<file path="src/rtl/sequenciador_quadros_pkg.sv">
// Shared definitions for the OLED frame sequencer: pet-state codes, animation
// lengths per state, image size and the sequencer FSM encoding.
package seq_pkg;

  localparam logic [3:0] EST_IDLE       = 4'b0000;
  localparam logic [3:0] EST_DORMINDO   = 4'b0001;
  localparam logic [3:0] EST_COMENDO    = 4'b0010;
  localparam logic [3:0] EST_DANDO_AULA = 4'b0100;
  localparam logic [3:0] EST_MORTO      = 4'b1000;

  localparam logic [3:0] NQ_IDLE       = 4'd6;
  localparam logic [3:0] NQ_DORMINDO   = 4'd4;
  localparam logic [3:0] NQ_COMENDO    = 4'd5;
  localparam logic [3:0] NQ_DANDO_AULA = 4'd7;
  localparam logic [3:0] NQ_MORTO      = 4'd8;

  localparam int         IMG_BYTES = 1024;
  localparam logic [9:0] LAST_BYTE = 10'(IMG_BYTES - 1);

  typedef enum logic [1:0] {
    ESPERA,
    BUSCA,
    ENVIA,
    FIM
  } seq_state_e;

  // Anything that is not a known one-hot code animates like IDLE.
  function automatic logic [3:0] n_quadros(input logic [3:0] estado);
    case (estado)
      EST_DORMINDO:   n_quadros = NQ_DORMINDO;
      EST_COMENDO:    n_quadros = NQ_COMENDO;
      EST_DANDO_AULA: n_quadros = NQ_DANDO_AULA;
      EST_MORTO:      n_quadros = NQ_MORTO;
      default:        n_quadros = NQ_IDLE;
    endcase
  endfunction

endpackage

</file>
<file path="src/rtl/sequenciador_quadros_divisor_tick.sv">
// Refresh pacing counter: free-running 0..TICK_DIV-1 with a one-cycle tick
// while the counter sits on its last value.
module divisor_tick
  import seq_pkg::*;
#(
  parameter int TICK_DIV = 1_000_000
) (
  input  logic clk_i,
  input  logic rst_i,
  output logic tick_o
);

  localparam int            CW   = (TICK_DIV > 2) ? $clog2(TICK_DIV) : 1;
  localparam logic [CW-1:0] LAST = CW'(TICK_DIV - 1);

  logic [CW-1:0] count_q;

  always_ff @(posedge clk_i) begin
    if (rst_i) begin
      count_q <= '0;
    end else if (count_q == LAST) begin
      count_q <= '0;
    end else begin
      count_q <= count_q + CW'(1);
    end
  end

  assign tick_o = (count_q == LAST);

endmodule

</file>
<file path="src/rtl/sequenciador_quadros.sv">
// Frame sequencer for the 128x64 OLED: paces refreshes, streams 1024 byte
// addresses with a tx handshake and steps the animation frame at frame end.
// Optional build macro SEQ_PINGPONG_EN makes the animation bounce instead of wrap.
module sequenciador_quadros
  import seq_pkg::*;
#(
  parameter int TICK_DIV = 1_000_000,
  parameter int ANIM_DIV = 4
) (
  input  logic       clk,
  input  logic       rst,
  input  logic       enable,
  input  logic [3:0] estado_in,
  input  logic       tx_ready,
  output logic       tx_valid,
  output logic [9:0] byte_counter,
  output logic [3:0] estado_out,
  output logic [2:0] frame_idx,
  output logic       frame_done,
  output logic       busy
);

  localparam int            AW        = (ANIM_DIV > 1) ? $clog2(ANIM_DIV) : 1;
  localparam logic [AW-1:0] ANIM_LAST = AW'(ANIM_DIV - 1);

  logic          tick;
  seq_state_e    state_q;
  logic          pending_q;
  logic          txValid_q;
  logic [9:0]    byteCnt_q;
  logic [3:0]    estOut_q;
  logic [2:0]    frameIdx_q, frameIdx_d;
  logic [AW-1:0] animCnt_q, animCnt_d;
  logic          frameDone_q;
  logic          busy_q;
  logic [3:0]    nq;
  logic [2:0]    lastIdx;
`ifdef SEQ_PINGPONG_EN
  logic          dirDown_q, dirDown_d;
`endif

  divisor_tick #(.TICK_DIV(TICK_DIV)) u_divisor_tick (
    .clk_i  (clk),
    .rst_i  (rst),
    .tick_o (tick)
  );

  // Animation step applied at the end of each displayed frame.
  always_comb begin
    nq         = n_quadros(estOut_q);
    lastIdx    = 3'(nq - 4'd1);
    animCnt_d  = animCnt_q + AW'(1);
    frameIdx_d = frameIdx_q;
`ifdef SEQ_PINGPONG_EN
    dirDown_d  = dirDown_q;
`endif
    if (animCnt_q == ANIM_LAST) begin
      animCnt_d = '0;
`ifdef SEQ_PINGPONG_EN
      if (lastIdx == 3'd0) begin
        frameIdx_d = 3'd0;
      end else if (!dirDown_q) begin
        if (frameIdx_q >= lastIdx) begin
          dirDown_d  = 1'b1;
          frameIdx_d = lastIdx - 3'd1;
        end else begin
          frameIdx_d = frameIdx_q + 3'd1;
        end
      end else begin
        if (frameIdx_q == 3'd0) begin
          dirDown_d  = 1'b0;
          frameIdx_d = 3'd1;
        end else begin
          frameIdx_d = frameIdx_q - 3'd1;
        end
      end
`else
      frameIdx_d = (frameIdx_q >= lastIdx) ? 3'd0 : frameIdx_q + 3'd1;
`endif
    end
  end

  // Frame FSM; a tick arriving mid-frame is remembered once so refreshes are not lost.
  always_ff @(posedge clk) begin
    if (rst) begin
      state_q     <= ESPERA;
      pending_q   <= 1'b0;
      txValid_q   <= 1'b0;
      byteCnt_q   <= '0;
      estOut_q    <= EST_IDLE;
      frameIdx_q  <= '0;
      animCnt_q   <= '0;
      frameDone_q <= 1'b0;
      busy_q      <= 1'b0;
`ifdef SEQ_PINGPONG_EN
      dirDown_q   <= 1'b0;
`endif
    end else begin
      frameDone_q <= 1'b0;
      if (state_q != ESPERA && tick) begin
        pending_q <= 1'b1;
      end
      case (state_q)
        ESPERA: begin
          if (enable && (tick || pending_q)) begin
            estOut_q  <= estado_in;
            byteCnt_q <= '0;
            busy_q    <= 1'b1;
            pending_q <= 1'b0;
            state_q   <= BUSCA;
            if (estado_in != estOut_q) begin
              frameIdx_q <= '0;
              animCnt_q  <= '0;
`ifdef SEQ_PINGPONG_EN
              dirDown_q  <= 1'b0;
`endif
            end
          end
        end
        BUSCA: begin
          txValid_q <= 1'b1;
          state_q   <= ENVIA;
        end
        ENVIA: begin
          if (tx_ready) begin
            txValid_q <= 1'b0;
            if (byteCnt_q == LAST_BYTE) begin
              state_q <= FIM;
            end else begin
              byteCnt_q <= byteCnt_q + 10'd1;
              state_q   <= BUSCA;
            end
          end
        end
        FIM: begin
          frameDone_q <= 1'b1;
          byteCnt_q   <= '0;
          busy_q      <= 1'b0;
          frameIdx_q  <= frameIdx_d;
          animCnt_q   <= animCnt_d;
`ifdef SEQ_PINGPONG_EN
          dirDown_q   <= dirDown_d;
`endif
          state_q     <= ESPERA;
        end
        default: state_q <= ESPERA;
      endcase
    end
  end

  assign tx_valid     = txValid_q;
  assign byte_counter = byteCnt_q;
  assign estado_out   = estOut_q;
  assign frame_idx    = frameIdx_q;
  assign frame_done   = frameDone_q;
  assign busy         = busy_q;

endmodule

</file>
<file path="config.mk">
export PLATFORM = sky130hd
export DESIGN_NAME = sequenciador_quadros
export DESIGN_NICKNAME = d
export VERILOG_FILES = /design/src/rtl/sequenciador_quadros_pkg.sv /design/src/rtl/sequenciador_quadros_divisor_tick.sv /design/src/rtl/sequenciador_quadros.sv
export SDC_FILE = /design/constraint.sdc
export NUM_CORES = 1
export LEC_CHECK = 0
export CORE_MARGIN = 1
export CORE_UTILIZATION = 57
export CTS_BUF_LIST = sky130_fd_sc_hd__clkbuf_4
export CTS_CLUSTER_DIAMETER = 40
export CTS_CLUSTER_SIZE = 16
export DETAILED_ROUTE_END_ITERATION = 12
export HOLD_SLACK_MARGIN = 0.15
export PLACE_DENSITY = 0.82
export SYNTH_ARGS = -nofsm -noshare
export SYNTH_HDL_FRONTEND = slang
export SYNTH_SLANG_ARGS = --single-unit
</file>
<file path="constraint.sdc">
create_clock -name clk -period 2.9 [get_ports clk]
set_input_delay 0.58 -clock clk [delete_from_list [all_inputs] [get_ports clk]]
set_output_delay 0.58 -clock clk [all_outputs]
set_load 0.02 [all_outputs]
</file>
==> run metrics <==
Max rail drop VDD=0.207 mV; All-Layer GR Usage=0.237; Clock Latency Late Sink=0.35 ns; post-synthesis mux area share=0.0322; die height=64.3 um; Worst-Margin Slew=0.756 ns; Root Buffer Master=clkbuf_4; Post-Synth XOR/XNOR Area=0.0989; initial antenna violation count=0; synth top area cells=dfxtp_1, nor2_1, xor2_1; skew final=0.0103 ns; flop and latch count out of synthesis=45; Wirelength per Cell=13.3 um; Cell Pwr Density=372 nW/um2; Max-Cap Viols=0; setup TNS=0 ns; die area=4140 um2; FP Rows=22; diodes inserted=0; starting DRC count in detailed routing=140; sequential share of the synthesized area=0.407; post-synth top area cell=dfxtp_1; Final min period=2.40 ns; Simple-Gate Fraction of Synth Area=0.272; grt total ovfl=0; GPL Wtd Cong=0.849; ys flop type=dfxtp_1; Async SR Flop Fraction=0; Area Growth Syn to Fin=16.5%; I/O pins=28; Worst EP required=3.19 ns; CTS tree=yes; Net Count, Synth=267; achievable frequency=0.417 GHz; Final nets=296; Core Box Area=3690 um2; leakage power=0.899 nW; most common cell after layout, fill and taps aside=dfxtp_1; Setup-failing EPs final=0; crit path max fanout=7; slowest CP cell=dfxtp_1; CP peak stage delay=0.50 ns; Starting Density=0.600; CP most frequent cell=ha_1; delay-heaviest family, CP=simple AND/OR/NAND/NOR gates; Compound-Gate Fraction of Synth Area=0.115; relative slew slack=0.491; most frequent cells in the layout=dfxtp_1, nor2_1, clkdlybuf4s50_1, nand3_1, nand2_1; hold_buf cts=0; post-synthesis cell area=2210 um2; number of flops mapped to enable cells by yosys=0; Mean Syn Cell Area=8.82 um2; PortBufs=27; Post-CTS Setup Inserts=0; # resized after CTS=0; worst path buffer plus inverter count=0; Unique masters post-synth=45; Layout fillers=323; hpwl dp=3.16 mm; layout cells sized above 1=0.0712; Final Hold Fails=0; RSZ-0062 raised after global routing=false; crit-path cells=xnor2_1 > or3_1 > ha_1 > xor2_1 > ha_1 > o21ai_0 > a21oi_1 > nor4_1 > nand3_1 > o21ai_1; Clk pin slew, worst setup/hold paths=0.12 ns; HP Class=flop to flop; Post-Syn Instances=251; status=complete, no violations; post-route ant nets=0; CP Launch Type=flop; WP data arrival=2.69 ns; total number of vias=1,859; Final Max Tran Viols=0; fin crit share=0.828; top-area cell type share of the netlist area=0.407; largest net degree at the start of global routing=20; Synth warnings=0; crit end category=flop; Max Buffers Root-to-Sink=2; largest family of logic cells by synthesized area=simple AND/OR/NAND/NOR gates; Worst Hold Slack=0.475 ns; residual DRC count=0; total CTS buffers=5; first-pass detailed-route iteration total=4; global-route wire length before repair=7.62 mm; adder-cell area share of the yosys netlist=0.0452; WS Path Type=flop to flop; Max H-tree Level=2; vias in the first global route=1,749; Post-Route WL=4.37 mm; Chip Width=64.3 um; clk sink count=45; vias per cell=5.65
layer usage:
layer,GRT usage,share of wire,wire length [um],up-vias
met5,0,0,0,-
met4,0.0861,0.0080,35,0
met3,0.0786,0.048,211,2
met2,0.375,0.46,1990,38
met1,0.297,0.49,2130,868
li1,-,-,-,951
through the flow:
stage	worst slack, ns	power [mW]	util	instances	area, um2
6_report	0.500	0.960	0.699	329	2580
2_1_floorplan	0.509	0.661	-	251	2210
4_1_cts	0.459	0.968	0.699	329	2580
5_1_grt	0.186	0.996	0.699	329	2580
3_3_place_gp	0.396	0.677	0.685	321	2520
3_5_place_dp	0.366	0.678	0.685	321	2520
sequential cells by signal (all words and copies together), names as in the netlist:
| register | cells |
|---|---|
| busy | 1 |
| byte_counter | 10 |
| pending_q | 1 |
| frame_idx | 3 |
| frame_done | 1 |
| estado_out | 4 |
| tx_valid | 1 |
| state_q | 2 |
| u_divisor_tick.count_q | 20 |
| animCnt_q | 2 |
where the power goes:
part / switching [mW] / internal [mW] / total [mW]
clock network: 0.195 / 0.102 / 0.297
logic: 0.0203 / 0.0187 / 0.0390
registers: 0.00316 / 0.622 / 0.625
area by class of cell:
cell class | count | area, um2 | share of cell area
clock buffers | 6 | 45.0 | 0.0175
clock inverters | 2 | 10.0 | 0.00388
inverters | 6 | 22.5 | 0.00873
multi-input cells | 192 | 1250 | 0.484
flip-flops and latches | 45 | 901 | 0.349
well taps | 48 | 60.1 | 0.0233
repair buffers | 30 | 293 | 0.113
synthesized netlist by cell type, types with 6 or more instances:
cell type   n
inv_1       6
a21oi_1     8
nand2_1    19
xnor2_1    12
nand3_1    20
xor2_1     13
nor2_1     37
mux2i_1     6
o21ai_0     6
ha_1        8
dfxtp_1    45
worst register-to-register path, delay by kind of cell, from the launching register on:
family                   cells  cell delay (ns)
AND/OR/NAND/NOR              3             0.86
flip-flops                   1             0.50
adder cells (fa/ha/maj)      2             0.49
XOR/XNOR                     2             0.27
AO/OA/AOI/OAI                3             0.23
kinds of logic after synthesis:
| kind of cell | count (synthesis) |
|---|---|
| and+or+nand+nor | 117 |
| DFF | 45 |
| AOI/OAI and AO/OA | 35 |
| xor gates and xnor gates | 25 |
| buffers and inverters | 14 |
| adders and majority gates | 8 |
| muxes | 7 |
path summary, 6_finish.rpt:
check | startpoint | end | slack, ns | depth (start not counted)
setup / recovery | estado_out[1] | frame_idx[0] | 0.50 | 10
hold / removal | u_divisor_tick.count_q[0] | u_divisor_tick.count_q[0] | 0.47 | 1
setup reg to reg | estado_out[1] | frame_idx[0] | 0.50 | 10
hold reg to reg | u_divisor_tick.count_q[0] | u_divisor_tick.count_q[0] | 0.47 | 1
No activity file was read; power rests on OpenSTA's default activity.
==> patch 1, RTL diff (same settings) <==
Reset style: asynchronous (`rst` and `rst_i`), changed in 2 clocked blocks.
--- a/src/rtl/sequenciador_quadros_divisor_tick.sv
+++ b/src/rtl/sequenciador_quadros_divisor_tick.sv
@@ -15,7 +15,7 @@
 
   logic [CW-1:0] count_q;
 
-  always_ff @(posedge clk_i) begin
+  always_ff @(posedge clk_i or posedge rst_i) begin
     if (rst_i) begin
       count_q <= '0;
     end else if (count_q == LAST) begin
--- a/src/rtl/sequenciador_quadros.sv
+++ b/src/rtl/sequenciador_quadros.sv
@@ -81,7 +81,7 @@
   end
 
   // Frame FSM; a tick arriving mid-frame is remembered once so refreshes are not lost.
-  always_ff @(posedge clk) begin
+  always_ff @(posedge clk or posedge rst) begin
     if (rst) begin
       state_q     <= ESPERA;
       pending_q   <= 1'b0;
Formal check against the unedited RTL: no difference found for any inputs over 10 cycles, from zero or initial values and one cycle with rst high; that may be too few to reach the edited logic, so the function may still have changed.
==> patch 1 against the unedited design <==
Cell area grew 7.8%; count of clock-buffer cells in the layout shrank 1; clock skew grew 0.0069 ns; global-route usage shrank 0.090 points; core utilization shrank 0.41 points; largest cell class unchanged; wire length grew 5.5%; worst setup slack gained 0.013 ns; highest routed layer unchanged; synthesized area grew 6.6%; sequential cell count is the same; fmax grew 0.53%; critical endpoint is now frame_idx[0]; worst hold slack gained 0.014 ns; cell count shrank 0.61%.
Power is not compared: it rests on default switching activity, and its combinational part moved more than twofold at a synthesized area within 25%.
==> patch 1: results (changes against the unedited design) <==
| Metric | Value |
|---|---|
| Cell family with most CP delay | compound AO/OA/AOI/OAI gates |
| CTS buffer count | 5 (unchanged) |
| Max reg flops | 20 (unchanged) |
| RR Endpoint | frame_idx[0] |
| Pre-CTS setup slack | 0.564 ns (+0.198 ns) |
| Status | completed |
| PnR worst setup slack | 0.513 ns (+0.0127 ns) |
| Worst setup EP type | flip-flop |
| H-tree levels | 2 (unchanged) |
| Clock skew | 0.0173 ns (+0.00694 ns) |
| Mapped Nets | 258 (-3.4%) |
| Largest net degree at the start of global routing | 46 (+130%) |
| Slowest stage delay, CP | 0.48 ns (-0.02 ns) |
| Sequential share of the synthesized area | 47.7% (+7.0 points) |
| XOR/XNOR share of the synthesized area | 8.16% (-1.7 points) |
| Crit path max fanout | 7 (unchanged) |
| Nets | 292 (-1.4%) |
| Compound-cell area share of the yosys netlist | 12.9% (+1.4 points) |
| Clk_lat worst skew | 0.36 ns |
| Top_reg_cell synth | dfrtp_1 |
| Worst VDD drop | 0.511 mV |
| Setup crit start | estado_out[1] |
| Adder-cell area share of the yosys netlist | 4.24% (-0.28 points) |
| Via count | 1892 (+1.8%) |
| RePlAce Congestion | 0.801 (-5.7%) |
| Maximum clock path buffer count | 2 (unchanged) |
| Number of diodes | 0 (unchanged) |
| Layout cells sized above 1 | 6.50% (-0.62 points) |
| Number of instances in the placed design | 319 (-0.62%) |
| Largest register by flop count | u_divisor_tick.count_q |
| Detailed Route Iter0 Violations | 145 (+3.6%) |
| Ys async rst share | 100% (+100 points) |
| Ys Warns | 0 (unchanged) |
| Reg2Reg Depth | 8 (-2) |
| Number of global-route vias before repair | 1744 (-0.29%) |
| Reg clk slew, reported paths | 0.13 ns |
| Post-Synthesis Mean Instance Area | 9.76 µm² (+11%) |
| Initial antenna violation count | 0 (unchanged) |
| Most common library cells after synthesis | dfrtp_1 (45), nor2_1 (23), nand2_1 (20) |
| GRT overflow | 0 (unchanged) |
| Total track usage | 23.6% (-0.090 points) |
| Reported leakage power | 1.25 nW |
| Hpwl dp | 3.26 mm (+3.1%) |
| CP max stage cell | dfrtp_1 |
| Worst min path class | flip-flop to flip-flop |
| CTS resizes | 0 (unchanged) |
| Slew margin rel. | 63.0% (+14 points) |
| First-pass GRT wire length | 7.80 mm (+2.3%) |
| Yosys cell types | 42 (-6.7%) |
| CP arrival | 2.64 ns (-0.05 ns) |
| Mux contribution to synthesized area | 4.03% (+0.81 points) |
| Post-CTS setup repair buffer count | 0 (unchanged) |
| Clock Tree Root | clkbuf_4 |
| WL final | 4.60 mm (+5.5%) |
| Largest cells by area after synthesis | dfrtp_1 (48%), xnor2_1 (4.8%), ha_1 (4.2%), nor2_1 (3.7%), xor2_1 (3.3%) |
| Pre-antenna DRT Iters | 4 (unchanged) |
| Vias per inst | 5.79 (+2.4%) |
| Port bufs | 27 (unchanged) |
==> patch 1: changes by cell type after synthesis, sizes merged, moves of 4 or more <==
cell    before  now
dfrtp        0   45
dfxtp       45    0
nor2        37   24
inv          6   16
nand3       20   13
o22ai        1    8
nand3b       5    0
a21oi        8   12
a311oi       4    0
a31oi        2    6
clkbuf       5    1
xor2        13    9
==> patch 1: power by group through the flow <==
stage          logic, W  clock network, W  registers [W]
2_1_floorplan  0.000317                 0       0.000939
3_3_place_gp   0.000639                 0       0.000863
3_5_place_dp   0.000658                 0       0.000865
4_1_cts        0.000668          0.000395       0.000855
5_1_grt        0.000729          0.000417       0.000877
6_report       0.000665          0.000384       0.000857
==> patch 1: how the worst min path moves through the flow <==
| stage | startpoint | end | cells past startpoint |
|---|---|---|---|
| final | u_divisor_tick.count_q[18] | u_divisor_tick.count_q[18] | 1 |
| after global routing | u_divisor_tick.count_q[18] | u_divisor_tick.count_q[18] | 1 |
| after CTS | u_divisor_tick.count_q[18] | u_divisor_tick.count_q[18] | 1 |
| after detailed placement | busy | busy | 1 |
| after global placement | u_divisor_tick.count_q[18] | u_divisor_tick.count_q[18] | 1 |
| after floorplan | u_divisor_tick.count_q[19] | u_divisor_tick.count_q[19] | 1 |
==> patch 1: kinds of logic after synthesis <==
kind of cell	count (synthesis)
AO/OA/AOI/OAI	45
XOR/XNOR	22
adder cells (fa/ha/maj)	8
buffers and inverters	19
flip-flops	45
multiplexers	9
AND/OR/NAND/NOR	94
==> patch 1: routing by layer <==
layer  vias up  track usage [%]  share of wire [%]
met3         6             6.03                5.1
met4         0             6.38                1.2
li1        928                -                  -
met2        54             39.0                 47
met5         -                0                  0
met1       904             30.5                 46
==> patch 1: metrics by stage <==
stage                     hold slack [ns]  util (%)  cell area, µm²
after floorplan                     0.449         -            2360
after global placement              0.464      67.6            2700
after detailed placement            0.465      67.6            2700
after CTS                           0.493      69.5            2780
after global routing                0.500      69.5            2780
final                               0.489      69.5            2780
==> patch 1: layout make-up <==
type	count	area (µm²)
fill	316	1220
multi-input combinational	178	1160
timing repair buffer	30	293
clock buffer	5	37.5
sequential	45	1130
clock inverter	3	41.3
tap	50	62.6
inverter	16	60.1
==> patch 1: worst reg2reg max path, cell delays in order (launching register included) <==
cell       delay [ns]
dfrtp_1          0.48
xnor2_1          0.15
or3_1            0.35
ha_1             0.29
ha_1             0.27
a21o_1           0.18
a2111oi_0        0.40
a31oi_1          0.10
o31ai_1          0.09
==> patch 2, RTL diff (same flow settings) <==
Without the edit above. `TICK_DIV` is set to 1_000_000 in 2 places; all go to 2_000_000.
--- a/src/rtl/sequenciador_quadros_divisor_tick.sv
+++ b/src/rtl/sequenciador_quadros_divisor_tick.sv
@@ -3,7 +3,7 @@
 module divisor_tick
   import seq_pkg::*;
 #(
-  parameter int TICK_DIV = 1_000_000
+  parameter int TICK_DIV = 2_000_000
 ) (
   input  logic clk_i,
   input  logic rst_i,
--- a/src/rtl/sequenciador_quadros.sv
+++ b/src/rtl/sequenciador_quadros.sv
@@ -4,7 +4,7 @@
 module sequenciador_quadros
   import seq_pkg::*;
 #(
-  parameter int TICK_DIV = 1_000_000,
+  parameter int TICK_DIV = 2_000_000,
   parameter int ANIM_DIV = 4
 ) (
   input  logic       clk,
Formal check against the unedited RTL: no difference found for any inputs over 10 cycles, from zero or initial values and one cycle with rst high; that may be too few to reach the edited logic, so the function may still have changed.
==> patch 2 against the unedited design <==
Wire length is 0.87% lower; cell area is 3.2% higher; worst setup slack worse by 0.10 ns; global-route usage is 0.89 points lower; critical endpoint unchanged; sequential cell count is 1 higher; worst hold slack better by 0.014 ns; synthesized area is 4.9% higher; count of clock-buffer cells in the layout is 1 lower; total power is 1.1% higher; clock power is 2% lower.
==> patch 2: results (changes against the unedited design) <==
| Metric | Value |
|---|---|
| Status | completed |
| Clock skew | 0.0100 ns (-0.000315 ns) |
| Yosys cell types | 48 (+6.7%) |
| Nets | 305 (+3.0%) |
| Register share of total power | 65.9% (+0.8 points) |
| Reg2Reg Depth | 9 (-1) |
| CTS buffer count | 5 (unchanged) |
| Sequential share of the synthesized area | 39.6% (-1.0 points) |
| Max reg flops | 21 (+5.0%) |
| H-tree levels | 2 (unchanged) |
| Clk_lat worst skew | 0.37 ns (+0.02 ns) |
| Clock Tree Root | clkbuf_4 |
| Reported leakage power | 0.953 nW (+6.0%) |
| Worst-Margin Slew | 0.529 ns (-0.227 ns) |
| First-pass GRT wire length | 7.60 mm (-0.28%) |
| Ys async rst share | 0% (unchanged) |
| Most common library cells after synthesis | dfxtp_1 (46), nor2_1 (37), nand2_1 (20) |
| WL final | 4.33 mm (-0.87%) |
| WHS Path Cells | 2 (+1) |
| Number of diodes | 0 (unchanged) |
| Slew Limit Fails | 0 (unchanged) |
| Maximum clock path buffer count | 2 (unchanged) |
| Ys Warns | 0 (unchanged) |
| Hpwl dp | 3.14 mm (-0.56%) |
| Via count | 1867 (+0.43%) |
| Mapped Nets | 278 (+4.1%) |
| Initial antenna violation count | 0 (unchanged) |
| Worst VDD drop | 0.335 mV (+62%) |
| Post-CTS setup repair buffer count | 0 (unchanged) |
| Total track usage | 22.8% (-0.89 points) |
| Clk pwr share | 30.0% (-0.9 points) |
| Number of global-route vias before repair | 1734 (-0.86%) |
| Number of instances in the placed design | 330 (+2.8%) |
| Detailed Route Iter0 Violations | 114 (-19%) |
| Mapped Cells | 262 (+4.4%) |
| Largest register by flop count | u_divisor_tick.count_q |
| Largest cells by area after synthesis | dfxtp_1 (40%), xor2_1 (6.0%), nor2_1 (6.0%), ha_1 (4.3%), xnor2_1 (3.8%) |
| DP Area | 2620 µm² (+3.6%) |
| Pre-antenna DRT Iters | 4 (unchanged) |
| Worst min path class | flip-flop to flip-flop |
| Layout cells sized above 1 | 6.21% (-0.91 points) |
| Filler cells | 311 (-3.7%) |
| P_int | 0.000742 W (about the same) |
| Fin cells | 338 (+2.7%) |
| Largest net degree at the start of global routing | 21 (+5.0%) |
| Port bufs | 27 (unchanged) |
| RePlAce Congestion | 0.754 (-11%) |
| CP arrival | 2.80 ns (+0.11 ns) |
| Reg clk slew, reported paths | 0.13 ns |
| Setup Viol. Count Final | 0 (unchanged) |
| CTS resizes | 0 (unchanged) |
| Crit path max fanout | 7 (unchanged) |
## patch 2: cell type report
class                           instances  area share, %
Multi-Input combinational cell        203           50.2
Sequential cell                        46           34.6
Timing Repair Buffer                   28           10.4
Tap cell                               48           2.25
Clock buffer                            5           1.41
Inverter                                5          0.705
Clock inverter                          3          0.423
## patch 2: stage by stage
stage	total power [W]	worst slack (ns)	utilization, %
global route	0.00101	0.240	70.6
floorplan	0.000678	0.365	-
detailed placement	0.000694	0.406	69.3
finish	0.000971	0.397	70.6
CTS	0.000979	0.381	70.6
global placement	0.000694	0.509	69.3
## patch 2: path summary, 6_finish.rpt
check	start	to	slack, ns
max	estado_out[1]	frame_idx[0]	0.40
min	busy	busy	0.49
max reg2reg	estado_out[1]	frame_idx[0]	0.40
min reg2reg	busy	busy	0.49
## patch 2: critical path, stage by stage, from the launching register on
cell	delay (ns)
dfxtp_1	0.51
xnor2_1	0.10
or3_1	0.34
ha_1	0.20
xor2_1	0.16
ha_1	0.31
a21oi_1	0.15
o21ai_0	0.17
or4_1	0.42
o21ai_0	0.08
## patch 2: logic make-up (layout without fill, tap and decap cells)
kind of cell | count (synthesis) | count (layout) | synth area share [%]
multiplexers | 8 | 8 | 3.45
buffers and inverters | 13 | 41 | 2.80
adder cells (fa/ha/maj) | 8 | 8 | 4.31
XOR/XNOR | 26 | 26 | 9.80
AO/OA/AOI/OAI | 37 | 37 | 10.5
AND/OR/NAND/NOR | 124 | 124 | 29.5
flip-flops | 46 | 46 | 39.6
## patch 2: layer usage
metal  global-route usage (%)  vias to the layer above  wire, µm
met3                     4.14                        7       134
met1                     29.7                      857      2180
met4                     9.78                        0        78
li1                         -                      975         -
met5                        0                        -         0
met2                     36.5                       28      1930
